## src/rtl/ram_port_arbiter.sv

```systemverilog
// Arbitrates the single data RAM port between the CPU (priority) and one aux master with bursts.
// Optional ARB_STALL_COUNT_EN adds a saturating cpuStallCount port counting CPU wait cycles.
module ram_port_arbiter #(
  parameter int ADDR_W    = 8,
  parameter int DATA_W    = 8,
  parameter int MAX_WAIT  = 4,
  parameter int BURST_MAX = 8
) (
  input  logic              clk,
  input  logic              resetBar,
  input  logic              cpuReq,
  input  logic              cpuWrite,
  input  logic [ADDR_W-1:0] cpuAddr,
  input  logic [DATA_W-1:0] cpuWdata,
  output logic              cpuWait,
  output logic [DATA_W-1:0] cpuRdata,
  input  logic              auxValid,
  input  logic              auxWrite,
  input  logic              auxLast,
  input  logic [ADDR_W-1:0] auxAddr,
  input  logic [DATA_W-1:0] auxWdata,
  output logic              auxReady,
  output logic              auxRvalid,
  output logic [DATA_W-1:0] auxRdata,
  output logic [ADDR_W-1:0] memAddr,
  output logic [DATA_W-1:0] memWdata,
  output logic              memWe,
  output logic              memRe,
  input  logic [DATA_W-1:0] memRdata,
`ifdef ARB_STALL_COUNT_EN
  output logic [15:0]       cpuStallCount,
`endif
  output logic              stateDbg
);

  localparam int WW = $clog2(MAX_WAIT + 1);
  localparam int BW = $clog2(BURST_MAX + 1);
  localparam logic [WW-1:0] WAIT_LIM  = WW'(MAX_WAIT);
  localparam logic [BW-1:0] BURST_LIM = BW'(BURST_MAX);

  typedef enum logic {IDLE = 1'b0, AUX = 1'b1} arbStateT;

  arbStateT      state, stateNext;
  logic [WW-1:0] waitCnt, waitNext;
  logic [BW-1:0] beatCnt, beatNext;
  logic          grantCpu, grantAux;

  assign stateDbg = (state == AUX);

  // Handshake: an aux beat transfers in the cycle where auxValid & auxReady are both high;
  // the CPU is served in any cycle with cpuReq & !cpuWait.
  always_comb begin
    grantCpu = 1'b0;
    grantAux = 1'b0;
    if (state == AUX && auxValid) begin
      if (cpuReq && beatCnt == BURST_LIM) grantCpu = 1'b1;
      else                                grantAux = 1'b1;
    end else if (cpuReq && (!auxValid || waitCnt < WAIT_LIM)) begin
      grantCpu = 1'b1;
    end else if (auxValid) begin
      grantAux = 1'b1;
    end
  end

  always_comb begin
    stateNext = state;
    beatNext  = beatCnt;
    waitNext  = waitCnt;
    if (grantAux) begin
      if (auxLast) begin
        stateNext = IDLE;
        beatNext  = '0;
      end else begin
        stateNext = AUX;
        beatNext  = (beatCnt == BURST_LIM) ? beatCnt : beatCnt + BW'(1);
      end
    end else if (grantCpu && state == AUX) begin
      // CPU slot inside an open burst starts a fresh slice; burst stays open.
      beatNext = '0;
    end
    if (grantAux || !auxValid)                    waitNext = '0;
    else if (grantCpu && waitCnt != WAIT_LIM)     waitNext = waitCnt + WW'(1);
  end

  always_ff @(posedge clk or negedge resetBar) begin
    if (!resetBar) begin
      state     <= IDLE;
      waitCnt   <= '0;
      beatCnt   <= '0;
      auxRvalid <= 1'b0;
      auxRdata  <= '0;
    end else begin
      state     <= stateNext;
      waitCnt   <= waitNext;
      beatCnt   <= beatNext;
      auxRvalid <= grantAux && !auxWrite;
      if (grantAux && !auxWrite) auxRdata <= memRdata;
    end
  end

  always_comb begin
    memAddr  = '0;
    memWdata = '0;
    memWe    = 1'b0;
    memRe    = 1'b0;
    if (grantCpu) begin
      memAddr  = cpuAddr;
      memWdata = cpuWdata;
      memWe    = cpuWrite;
      memRe    = !cpuWrite;
    end else if (grantAux) begin
      memAddr  = auxAddr;
      memWdata = auxWdata;
      memWe    = auxWrite;
      memRe    = !auxWrite;
    end
  end

  assign cpuWait  = cpuReq && !grantCpu;
  assign auxReady = grantAux;
  assign cpuRdata = grantCpu ? memRdata : '0;

`ifdef ARB_STALL_COUNT_EN
  always_ff @(posedge clk or negedge resetBar) begin
    if (!resetBar)                            cpuStallCount <= '0;
    else if (cpuWait && cpuStallCount != 16'hFFFF) cpuStallCount <= cpuStallCount + 16'd1;
  end
`endif

endmodule

```

## config.mk

```make
export PLATFORM = sky130hd
export DESIGN_NAME = ram_port_arbiter
export DESIGN_NICKNAME = d
export VERILOG_FILES = /design/src/rtl/ram_port_arbiter.sv
export SDC_FILE = /design/constraint.sdc
export NUM_CORES = 1
export LEC_CHECK = 0
export ABC_AREA = 1
export CELL_PAD_IN_SITES_DETAIL_PLACEMENT = 1
export CELL_PAD_IN_SITES_GLOBAL_PLACEMENT = 1
export CORE_ASPECT_RATIO = 0.75
export CORE_MARGIN = 4
export CORE_UTILIZATION = 30
export DETAILED_ROUTE_END_ITERATION = 6
export DONT_BUFFER_PORTS = 1
export MAX_ROUTING_LAYER = met4
export PLACE_DENSITY_LB_ADDON = 0.1
export RECOVER_POWER = 25
export SLEW_MARGIN = 20
export SYNTH_ARGS = -nofsm -noshare
export SYNTH_HDL_FRONTEND = slang
export SYNTH_SLANG_ARGS = --single-unit
export TNS_END_PERCENT = 100
```

## constraint.sdc

```tcl
create_clock -name clk -period 1.9 [get_ports clk]
set_input_delay 0.095 -clock clk [delete_from_list [all_inputs] [get_ports clk]]
set_output_delay 0.095 -clock clk [all_outputs]
set_load 0.01 [all_outputs]
```

# Word-level counts from Yosys, hierarchy flattened
# Cells that the tools add are included.
# W data, S select, Z words.
# totals
word_cells	50
mem_bits_ro	0
latch_bits	0
ram_bits	0
n_memories	0
reg_bits	17
# classes
div	0
multipliers	0
muxes	23
reduce_logical	16
n_eq_ne	3
magnitude_cmp	1
n_shift	0
addsub	2
bitwise_logic	0
# op_table
cell	count
$mux W8	5
$mux W4	4
$mux W1	12
$logic_and A1 B1 Y1	7
$mux W3	2
$ne A3 B3 Y1 const B	2
$add A4 B1 Y4 const B	1
$eq A4 B4 Y1 const B	1
$logic_not A1 Y1	4
$reduce_bool A2 Y1	2
$add A3 B1 Y3 const B	1
$lt A3 B3 Y1 const B	1
$logic_or A1 B1 Y1	2
$reduce_and A2 Y1	1

# Logic depth before layout (Yosys ltp)
# depth
depth_word	8
depth_mapped	10
ltp_nobuf	9

# Worst setup path before layout
# OpenSTA, ideal clock, no wires.
# synth_path
path_kind	reg-to-output
from	reg beatCnt[0]
to	out memAddr[0]
setup_slack_ps	447
n_path_buf	1
arrival_time_ps	1358
path_stages_with_launch	9
cell_sequence	dfrtp_1 inv_1 ha_1 nand2_1 nor2_2 nand3_1 o21ai_2 buf_4 a22o_1
# synth_via
elab_chain_cells	6
word_cells_on_any_way	8
# synth_rtl
element	line_no	text
start, declared	45	logic [BW-1:0] beatCnt, beatNext;
start signal, assigned	95	beatCnt <= beatNext;
$eq A4 B4 Y1 (*)	56	if (cpuReq && beatCnt == BURST_LIM) grantCpu = 1'b1;
$logic_and A1 B1 Y1 (*)	56	
$mux W1	56	
$mux W1	55	if (state == AUX && auxValid) begin
$mux W8	111	end else if (grantAux) begin
$mux W8 (*)	106	if (grantCpu) begin
end, declared	25	output logic [ADDR_W-1:0] memAddr,
# Every way passes the cells marked *; elsewhere a longest branch is shown, timed or not.

# Worst setup path after layout
# layout_path
from	reg beatCnt[0]
to	out memAddr[4]
# The elaborated chain is that of the path after synthesis.

==> results_dict.tcl <==
set metrics [dict create \
    max_stage_delay_ps 420 \
    clock_sinks 17 \
    layout-drive-gt1-share_pct 20.37 \
    cp.buffers_inverters 1 \
    outcome "finished, final reports clean" \
    crit_chain "inv_1 -> ha_2 -> nand2_1 -> nor2_4 -> nand3_4 -> o21ai_4 -> a22o_1" \
    grt.overflow.total 0 \
    cts_buffers 3 \
    yosysSeqAreaShare_pct 35.86 \
    power.density_nw_per_um2 980.6 \
    antenna_found_initial 0 \
    pwr-share-clk_pct 19.1 \
    syn_to_final_growth_pct 20.57 \
    cp.arrival_ps 1720 \
    combPwrFrac_pct 40.5 \
    hpwl_um 2775 \
    reg2reg_slack_ps 240 \
    syn_area_per_cell_um2 7.908 \
    nets 214 \
    async_reset_ff_share_pct 100.0 \
    avgViaCountPerCell 4.953 \
    slew_headroom_pct 46.03 \
    hold_viol 0 \
    fill_cells 465 \
    holdWs_ps 6.594 \
    drt_iter0_markers 23 \
    netlist_instances 150 \
    groute.usage.overall_pct 14.83 \
    first_pass_iters 4 \
    pre_cts_ws_ps 76.64 \
    drv_slew 0 \
    end_kind "output pin" \
    finalWirelength_um 3579 \
    finalCriticalPeriod_ps 1812 \
    crit_fanout 5 \
    row_count 19 \
    reg2reg_to "waitCnt[0]" \
    syn_area_um2 1186 \
    cts_buffer_depth 2 \
    start_util_pct 31.78 \
    ys_types 21 \
    seq_area_um2 425.4 \
    syn_nets 201 \
    die_w_um 80.61 \
    cts_tree "done" \
    worstSetupPathType "reg2out" \
    critical_path_cell_count 7 \
    max_freq_mhz 551.8 \
    synth_seq_cells 17 \
    cts_root_buf "clkbuf_8" \
    r2r_cells 10 \
    finalCritPeriodShare_pct 95.39 \
    drv_cap 0 \
    synth_top_area_share_pct 35.86 \
    crit_required_ps 1800 \
    vias 1060 \
    max-vdd-ir-drop_uv 412.7 \
    io_buffers 0 \
    gp_congestion 0.8385 \
    ys.flop_type "dfrtp_1" \
    worst_slew_pin_slew_ps 806.9 \
    htree_levels 1 \
    placed_area_um2 1229 \
    setup_tns_ps 0 \
    p_int_uw 802.8 \
    start_kind "flip-flop" \
    dp.cells 200 \
    synth_enable_flop_cells 0 \
    p_sw_uw 599.6 \
    ant_nets 0 \
    crit_slowest_cell "dfrtp_1" \
    coreArea_um2 3732 \
    cp_top_family "flip-flops" \
    power_mw 1.402 \
    drc_errors 0 \
    p_sw_share_pct 42.76 \
    dieArea_um2 5034 \
    utilization_pct 38.32 \
    wire_per_inst_um 16.72 \
    r2r-start "beatCnt[0]" \
    hold_class "in2reg" \
    yosysWarnings 0 \
    grt_pass1_wl_um 5920 \
    crit_start "beatCnt[0]" \
    seq_power_share_pct 40.4 \
    final_cells 214 \
    setup_slack_ps 87.68 \
    setup_viol_count_final 0 \
    endpoint "memAddr[4]" \
    yosysMostFrequentCell "nand2_1" \
    clk_pin_slew_ps 60 \
    postLayoutCellArea_um2 1430 \
    yosys.area.top_type "dfrtp_1" \
    synthTopCellsByArea "dfrtp_1 36%, a22o_1 12%, nand2_1 10%" \
    rsz0062_at_grt "true" \
    yosys-top-cells-count "33 x nand2_1, 22 x inv_1, 17 x dfrtp_1" \
    grt_max_degree 20 \
    pin_count 85 \
    grt_pass1_vias 1121 \
    die_h_um 62.46 \
    clock_skew_ps 1.491 \
    multi_input_area_um2 732.0 \
    leakage_nw 0.7111 \
    antenna_cells 0 \
    clk_latency_ps 250 \
]
[routing by layer]
| metal | GRT usage, % | up-vias | part of all wire, % |
|---|---|---|---|
| li1 | - | 524 | - |
| met1 | 18.97 | 517 | 41 |
| met4 | 1.266 | 0 | 0 |
| met3 | 3.746 | 0 | 3.9 |
| met5 | - | - | 0 |
| met2 | 24.59 | 19 | 55 |
[registers in the layout, summed over array words and instances, names as in the netlist]
signal / flops
auxRdata: 8
auxRvalid: 1
stateDbg: 1
waitCnt: 3
beatCnt: 4
[what timing repair did]
| action | in CTS | in global routing |
|---|---|---|
| setup endpoints to repair | 18 | 18 |
| setup buffers | 1 | 1 |
| hold endpoints to repair | 21 | 0 |
| cloned | 1 | 2 |
| pin swaps | 6 | 4 |
| resized for setup | 5 | 6 |
| hold buffers | 5 | 0 |
[power groups by stage]
stage	Clock, mW	Sequential [mW]	Combinational [mW]
after floorplan	0	0.560	0.426
after global routing	0.300	0.582	0.639
after global placement	0	0.574	0.495
after detailed placement	0	0.577	0.510
final	0.267	0.567	0.568
after CTS	0.284	0.572	0.553
[layout make-up]
class	count	area share, %
Clock buffer	4	3.150
Inverter	23	6.037
Multi-Input combinational cell	109	51.18
Sequential cell	17	29.75
Tap cell	52	4.549
Timing Repair Buffer	9	5.337
[kinds of logic (layout without fill, tap and decap cells)]
group	after synthesis	count (layout)	synth area share, %
buf+inv	27	36	10.44
xor+xnor	1	1	0.7385
compound gates	29	32	20.25
simple gates	72	72	28.48
fa+ha+maj	4	4	4.220
flops	17	17	35.87
[worst register-to-register path, delay by kind of cell, from the launching register on]
kind / cells / cell delay, ps
compound gates: 1 / 140
fa+ha+maj: 1 / 180
buf+inv: 2 / 260
flops: 1 / 420
simple gates: 6 / 550
[how the worst min path moves through the flow]
| stage | startpoint | end | depth (start not counted) |
|---|---|---|---|
| after global placement | resetBar | auxRdata[6] | 0 |
| after CTS | memRdata[3] | auxRdata[3] | 2 |
| final | memRdata[5] | auxRdata[5] | 2 |
| after floorplan | resetBar | auxRdata[0] | 0 |
| after global routing | memRdata[6] | auxRdata[6] | 2 |
| after detailed placement | resetBar | auxRdata[6] | 0 |
[layout by cell type (no fill, tap or decap), drive strengths merged, types with 4 or more instances in the layout]
cell type,n
nand2,40
inv,23
dfrtp,17
a22o,16
nor2,15
o21ai,15
nand3,14
dlygate4sd3,5
clkbuf,5
ha,4
(Power assumes the default switching activity.)
